<file path="src/rtl/chain_seq_pkg.sv">
// Shared types and helpers for the chain toggle sequencer.
// Default lat_t width matches the sequencer's default CNT_W.
package chain_seq_pkg;

  localparam int unsigned LatW = 8;

  typedef logic [LatW-1:0] lat_t;

  typedef enum logic [1:0] {
    StIdle,
    StCheck,
    StDrive,
    StWait
  } state_e;

  // An odd number of inverting stages flips the chain output relative to its input.
  function automatic logic inv_of(input int unsigned stages);
    return stages[0];
  endfunction

endpackage

</file>
<file path="src/rtl/sync2.sv">
// Two-flop synchronizer for a single asynchronous bit, async active-low reset to 0.
module sync2 (
  input  logic clk,
  input  logic rst_n,
  input  logic d,
  output logic q
);

  logic meta_q;
  logic sync_q;

  always_ff @(posedge clk or negedge rst_n) begin
    if (!rst_n) begin
      meta_q <= 1'b0;
      sync_q <= 1'b0;
    end else begin
      meta_q <= d;
      sync_q <= meta_q;
    end
  end

  assign q = sync_q;

endmodule

</file>
<file path="src/rtl/chain_toggle_sequencer.sv">
// Toggles an external inverter/delay chain and measures per-edge round-trip latency.
// Define CHAIN_SEQ_STATS_EN to add min_lat/max_lat latency statistics outputs.
module chain_toggle_sequencer
  import chain_seq_pkg::*;
#(
  parameter int unsigned STAGES  = 5,
  parameter int unsigned CNT_W   = LatW,
  parameter int unsigned TIMEOUT = 200,
  parameter int unsigned NUM_W   = 5
) (
  input  logic             clk,
  input  logic             rst_n,
  input  logic             start,
  input  logic             abort,
  input  logic [NUM_W-1:0] num_toggles,
  output logic             chain_in,
  input  logic             chain_out,
  output logic             busy,
  output logic             done,
  output logic             timeout_err,
  output logic             polarity_err,
  output logic [CNT_W-1:0] last_lat,
  output logic [NUM_W-1:0] edges_done
`ifdef CHAIN_SEQ_STATS_EN
  ,
  output logic [CNT_W-1:0] min_lat,
  output logic [CNT_W-1:0] max_lat
`endif
);

  localparam logic             Inv        = inv_of(STAGES);
  localparam logic [CNT_W-1:0] TimeoutCnt = CNT_W'(TIMEOUT);

  state_e           state_q, state_d;
  logic             chain_in_q, chain_in_d;
  logic [CNT_W-1:0] lat_q, lat_d;
  logic [CNT_W-1:0] last_lat_q, last_lat_d;
  logic [NUM_W-1:0] edges_q, edges_d;
  logic [NUM_W-1:0] target_q, target_d;
  logic             done_q, done_d;
  logic             tmo_q, tmo_d;
  logic             pol_q, pol_d;

  logic             out_s;
  logic             match;
  logic [CNT_W-1:0] lat_inc;
  logic [NUM_W-1:0] edges_inc;

`ifdef CHAIN_SEQ_STATS_EN
  logic [CNT_W-1:0] min_q, min_d;
  logic [CNT_W-1:0] max_q, max_d;
`endif

  sync2 u_sync_out (
    .clk   (clk),
    .rst_n (rst_n),
    .d     (chain_out),
    .q     (out_s)
  );

  // Compared against the current chain_in, so in WAIT this checks the edge just sent.
  assign match     = (out_s == (chain_in_q ^ Inv));
  assign lat_inc   = (lat_q == '1) ? lat_q : lat_q + 1'b1;
  assign edges_inc = (edges_q == '1) ? edges_q : edges_q + 1'b1;

  always_comb begin
    state_d    = state_q;
    chain_in_d = chain_in_q;
    lat_d      = lat_q;
    last_lat_d = last_lat_q;
    edges_d    = edges_q;
    target_d   = target_q;
    done_d     = 1'b0;
    tmo_d      = tmo_q;
    pol_d      = pol_q;
`ifdef CHAIN_SEQ_STATS_EN
    min_d      = min_q;
    max_d      = max_q;
`endif

    if (abort && (state_q != StIdle)) begin
      state_d = StIdle;
    end else begin
      unique case (state_q)
        StIdle: begin
          if (start) begin
            target_d = num_toggles;
            edges_d  = '0;
            tmo_d    = 1'b0;
            pol_d    = 1'b0;
`ifdef CHAIN_SEQ_STATS_EN
            min_d    = '1;
            max_d    = '0;
`endif
            if (num_toggles == '0) begin
              done_d = 1'b1;
            end else begin
              state_d = StCheck;
            end
          end
        end
        StCheck: begin
          if (!match) begin
            pol_d   = 1'b1;
            state_d = StIdle;
          end else begin
            state_d = StDrive;
          end
        end
        StDrive: begin
          chain_in_d = ~chain_in_q;
          lat_d      = '0;
          state_d    = StWait;
        end
        StWait: begin
          lat_d = lat_inc;
          if (match) begin
            last_lat_d = lat_inc;
            edges_d    = edges_inc;
`ifdef CHAIN_SEQ_STATS_EN
            if (lat_inc < min_q) min_d = lat_inc;
            if (lat_inc > max_q) max_d = lat_inc;
`endif
            if (edges_inc == target_q) begin
              done_d  = 1'b1;
              state_d = StIdle;
            end else begin
              state_d = StDrive;
            end
          end else if (lat_inc == TimeoutCnt) begin
            tmo_d   = 1'b1;
            state_d = StIdle;
          end
        end
        default: state_d = StIdle;
      endcase
    end
  end

  always_ff @(posedge clk or negedge rst_n) begin
    if (!rst_n) begin
      state_q    <= StIdle;
      chain_in_q <= 1'b0;
      lat_q      <= '0;
      last_lat_q <= '0;
      edges_q    <= '0;
      target_q   <= '0;
      done_q     <= 1'b0;
      tmo_q      <= 1'b0;
      pol_q      <= 1'b0;
    end else begin
      state_q    <= state_d;
      chain_in_q <= chain_in_d;
      lat_q      <= lat_d;
      last_lat_q <= last_lat_d;
      edges_q    <= edges_d;
      target_q   <= target_d;
      done_q     <= done_d;
      tmo_q      <= tmo_d;
      pol_q      <= pol_d;
    end
  end

`ifdef CHAIN_SEQ_STATS_EN
  always_ff @(posedge clk or negedge rst_n) begin
    if (!rst_n) begin
      min_q <= '0;
      max_q <= '0;
    end else begin
      min_q <= min_d;
      max_q <= max_d;
    end
  end

  assign min_lat = min_q;
  assign max_lat = max_q;
`endif

  assign chain_in     = chain_in_q;
  assign busy         = (state_q != StIdle);
  assign done         = done_q;
  assign timeout_err  = tmo_q;
  assign polarity_err = pol_q;
  assign last_lat     = last_lat_q;
  assign edges_done   = edges_q;

endmodule

</file>
<file path="config.mk">
export PLATFORM = sky130hd
export DESIGN_NAME = chain_toggle_sequencer
export DESIGN_NICKNAME = d
export VERILOG_FILES = /design/src/rtl/chain_seq_pkg.sv /design/src/rtl/sync2.sv /design/src/rtl/chain_toggle_sequencer.sv
export SDC_FILE = /design/constraint.sdc
export NUM_CORES = 1
export LEC_CHECK = 0
export ABC_CLOCK_PERIOD_IN_PS = 3480
export CAP_MARGIN = 15
export CORE_UTILIZATION = 58
export CTS_BUF_LIST = sky130_fd_sc_hd__clkbuf_16
export DETAILED_ROUTE_END_ITERATION = 12
export PLACE_DENSITY = 0.87
export SETUP_SLACK_MARGIN = 0.4
export SLEW_MARGIN = 20
export SYNTH_ARGS = -nofsm -noshare
export SYNTH_HDL_FRONTEND = slang
export SYNTH_SLANG_ARGS = --single-unit
</file>
<file path="constraint.sdc">
create_clock -name clk -period 3.48 [get_ports clk]
set_clock_uncertainty 0.2 [all_clocks]
set_input_delay 1.044 -clock clk [delete_from_list [all_inputs] [get_ports clk]]
set_output_delay 1.044 -clock clk [all_outputs]
set_load 0.02 [all_outputs]
</file>
==> impl_metrics.env <==
export IMPL_grt_max_degree=35
export IMPL_drive_above_1_share_pct=8.79
export IMPL_power_density_nw_per_um2=710
export IMPL_clock_latency_ns=0.28
export IMPL_routed_wl_um=4160
export IMPL_yosys_area_top_type="dfrtp_1"
export IMPL_path_depth=4
export IMPL_async_flop_share_pct=100
export IMPL_worst_slew_pin_slew_ns=0.552
export IMPL_rsz0062_at_grt="no"
export IMPL_synth_most_common_cell="dfrtp_1"
export IMPL_reg2reg_to="state_q[1]$_DFFE_PN0P_"
export IMPL_viasPerCell=5.90
export IMPL_clk_pin_slew_ns=0.05
export IMPL_synth_xor_area_share_pct=2.74
export IMPL_yosys_warnings=0
export IMPL_synth_cell_type_count=45
export IMPL_cts_made_buffers=5
export IMPL_endpoint_kind="primary output"
export IMPL_core_region_area_um2=3100
export IMPL_p_seq_share_pct=34.9
export IMPL_post_cts_buffers=0
export IMPL_cp_required_ns=2.24
export IMPL_critPathSlowestCell="clkdlybuf4s50_1"
export IMPL_nFillCells=222
export IMPL_synth_top_family_by_area="compound AO/OA/AOI/OAI gates"
export IMPL_synth_common_cells="dfrtp_1 (34), nand2_1 (27), nor2_1 (23)"
export IMPL_synth_fa_ha_area_share_pct=3.91
export IMPL_grt_use_total_pct=26.9
export IMPL_stdcell_count=283
export IMPL_r2r_start="lat_q[0]$_DFFE_PN0P_"
export IMPL_final_core_util_pct=76.9
export IMPL_worst_slew_margin_rel_pct=63.0
export IMPL_synth_area_top_cells="dfrtp_1 (44%), nand2_1 (5.3%), o21ai_0 (5.2%)"
export IMPL_crit_buf_inv=3
export IMPL_synth_compound_area_share_pct=21.5
export IMPL_clock_root_buffer="clkbuf_16"
export IMPL_regToRegSetupSlack_ns=1.00
export IMPL_setup_viol=0
export IMPL_ys_seq_area_share_pct=44.4
export IMPL_hold_violations=0
export IMPL_critical_path_max_fanout=6
export IMPL_die_h_um=59.5
export IMPL_synth_area_per_cell_um2=9.13
export IMPL_cts_tree="built"
export IMPL_crit_type="flip-flop to primary output"
export IMPL_crit_arrival_ns=1.71
export IMPL_slowest_delay_ns=0.60
export IMPL_max_freq_mhz=339
export IMPL_startpoint="state_q[0]$_DFFE_PN0P_"
export IMPL_drv_slew=0
export IMPL_p_sw_share_pct=35.1
export IMPL_hold_buffers=0
export IMPL_start_util_pct=61.8
export IMPL_p_clk_share_pct=30.0
export IMPL_vias=1669
export IMPL_die_area_um2=3540
export IMPL_place_congestion=0.841
export IMPL_outcome="completed"
export IMPL_die_w_um=59.5
export IMPL_cp_common_cell="inv_1"
export IMPL_grt_pass1_vias=1497
export IMPL_grt_pass1_wl_um=6840
export IMPL_setup_tns_final_ns=0
export IMPL_dp_cells=275
export IMPL_combPwrFrac_pct=35.0
export IMPL_clock_sinks=34
export IMPL_r2r_cells=7
export IMPL_cp_start_kind="flip-flop"
export IMPL_antenna_found_initial=0
export IMPL_synthesis_nets=226
export IMPL_drc=0
export IMPL_antennaDiodeCount=0
export IMPL_intPower_mw=1.10
export IMPL_crit_family="buffers and inverters"
export IMPL_ir_drop_v=0.000541
export IMPL_hold_class="flip-flop to flip-flop"
export IMPL_overflow=0
export IMPL_final_nets=254
export IMPL_finalCritPeriodShare_pct=84.9
export IMPL_syn_cell_area_um2=1920
export IMPL_ys_flop_type="dfrtp_1"
export IMPL_p_leak_nw=1.00
export IMPL_drt_pass1_iter_count=4
export IMPL_drt_iter0_drc=135
export IMPL_total_power_mw=1.69
export IMPL_rows=20
export IMPL_cts_max_level=2
export IMPL_holdWs_ns=0.150
export IMPL_synthMuxAreaShare_pct=5.09
export IMPL_hpwl_um=2850
export IMPL_synthSimpleGateAreaFrac_pct=19.2
export IMPL_crit_chain="inv_1 -> ha_1 -> inv_1 -> clkdlybuf4s50_1"
export IMPL_power_switching_mw=0.594
export IMPL_min_period_ns=2.95
export IMPL_synth_edff_count=0
export IMPL_cts_resized=0
export IMPL_ant_nets=0
export IMPL_crit_path_end="busy"
export IMPL_netlist_instances=210
export IMPL_io_buffers=27
export IMPL_wl_per_cell_um=14.7
export IMPL_drv_cap=0
export IMPL_num_io_pins=28
export IMPL_synth_top_cell_area_share_pct=44.4
export IMPL_synth_seq_cells=34
export IMPL_clock_path_buffers=2
export IMPL_area_growth_pct=24.3
==> final cells by class <==
class | instances | area, um2 | share of cell area, %
timing repair buffer | 28 | 278 | 11.6
clock inverter | 3 | 45.0 | 1.89
inverter | 7 | 26.3 | 1.10
tap | 44 | 55.1 | 2.31
clock buffer | 5 | 125 | 5.25
multi-input combinational | 162 | 1000 | 42.1
sequential | 34 | 851 | 35.7
==> kinds of logic after synthesis <==
kind of cell / Yosys count
AOI/OAI and AO/OA: 65
DFF: 34
adders and majority gates: 6
xor gates and xnor gates: 6
buffers and inverters: 14
and+or+nand+nor: 76
muxes: 9
==> routing by layer <==
layer / GRT usage [%] / part of all wire, %
met1: 35.7 / 44
met4: 12.3 / 2.1
met5: 0 / 0
met2: 41.1 / 47
met3: 7.42 / 6.4
==> power by group through the flow <==
stage	Clock [mW]	Combinational (mW)	Sequential, mW
2_1_floorplan	0	0.385	0.611
3_3_place_gp	0	0.575	0.592
3_5_place_dp	0	0.583	0.595
4_1_cts	0.515	0.593	0.590
5_1_grt	0.528	0.658	0.608
6_report	0.508	0.593	0.592
==> cell usage in the layout (no fill, tap or decap), types with 2 or more instances in the layout <==
| cell type | netlist | final |
|---|---|---|
| a21o_1 | 4 | 4 |
| a21oi_1 | 18 | 18 |
| a22o_1 | 2 | 2 |
| a31oi_1 | 4 | 4 |
| a32o_1 | 2 | 2 |
| and2_1 | 2 | 2 |
| clkbuf_16 | 0 | 5 |
| clkdlybuf4s50_1 | 0 | 27 |
| clkinvlp_4 | 0 | 2 |
| dfrtp_1 | 34 | 34 |
| ha_1 | 6 | 6 |
| inv_1 | 7 | 7 |
| mux2_2 | 6 | 6 |
| mux2i_1 | 3 | 3 |
| nand2_1 | 27 | 27 |
| nand2b_1 | 4 | 4 |
| nand3_1 | 5 | 5 |
| nand4_1 | 2 | 2 |
| nor2_1 | 23 | 23 |
| nor3_1 | 3 | 3 |
| o21ai_0 | 20 | 20 |
| o21ai_1 | 3 | 3 |
| o31ai_1 | 2 | 2 |
| xnor2_1 | 3 | 3 |
| xor2_1 | 3 | 3 |
==> through the flow <==
stage               cell area (um2)  setup WS (ns)
detailed placement             2210          0.479
global route                   2380          0.461
floorplan                      1920           1.24
global placement               2210          0.564
CTS                            2380          0.524
finish                         2380          0.527
==> worst register-to-register path, delay by kind of cell (launching register included) <==
family,cells,cell delay [ns]
DFF,1,0.48
AOI/OAI and AO/OA,4,1.09
and+or+nand+nor,2,0.32
adders and majority gates,1,0.27
==> flip-flops by register name (all words and copies together) (netlist names) <==
signal	count
timeout_err	1
last_lat	8
done	1
u_sync_out.meta_q	1
lat_q	8
target_q	5
chain_in	1
edges_done	5
state_q	2
u_sync_out.q	1
polarity_err	1
==> worst min path at each step <==
stage,from,to,slack [ns],depth (start not counted)
2_1_floorplan,u_sync_out.meta_q$_DFF_PN0_,u_sync_out.q$_DFF_PN0_,0.13,0
3_3_place_gp,u_sync_out.meta_q$_DFF_PN0_,u_sync_out.q$_DFF_PN0_,0.14,0
3_5_place_dp,u_sync_out.meta_q$_DFF_PN0_,u_sync_out.q$_DFF_PN0_,0.14,0
4_1_cts,u_sync_out.meta_q$_DFF_PN0_,u_sync_out.q$_DFF_PN0_,0.15,0
5_1_grt,u_sync_out.meta_q$_DFF_PN0_,u_sync_out.q$_DFF_PN0_,0.15,0
6_report,u_sync_out.meta_q$_DFF_PN0_,u_sync_out.q$_DFF_PN0_,0.15,0
Power figures use the tool's default switching activity.
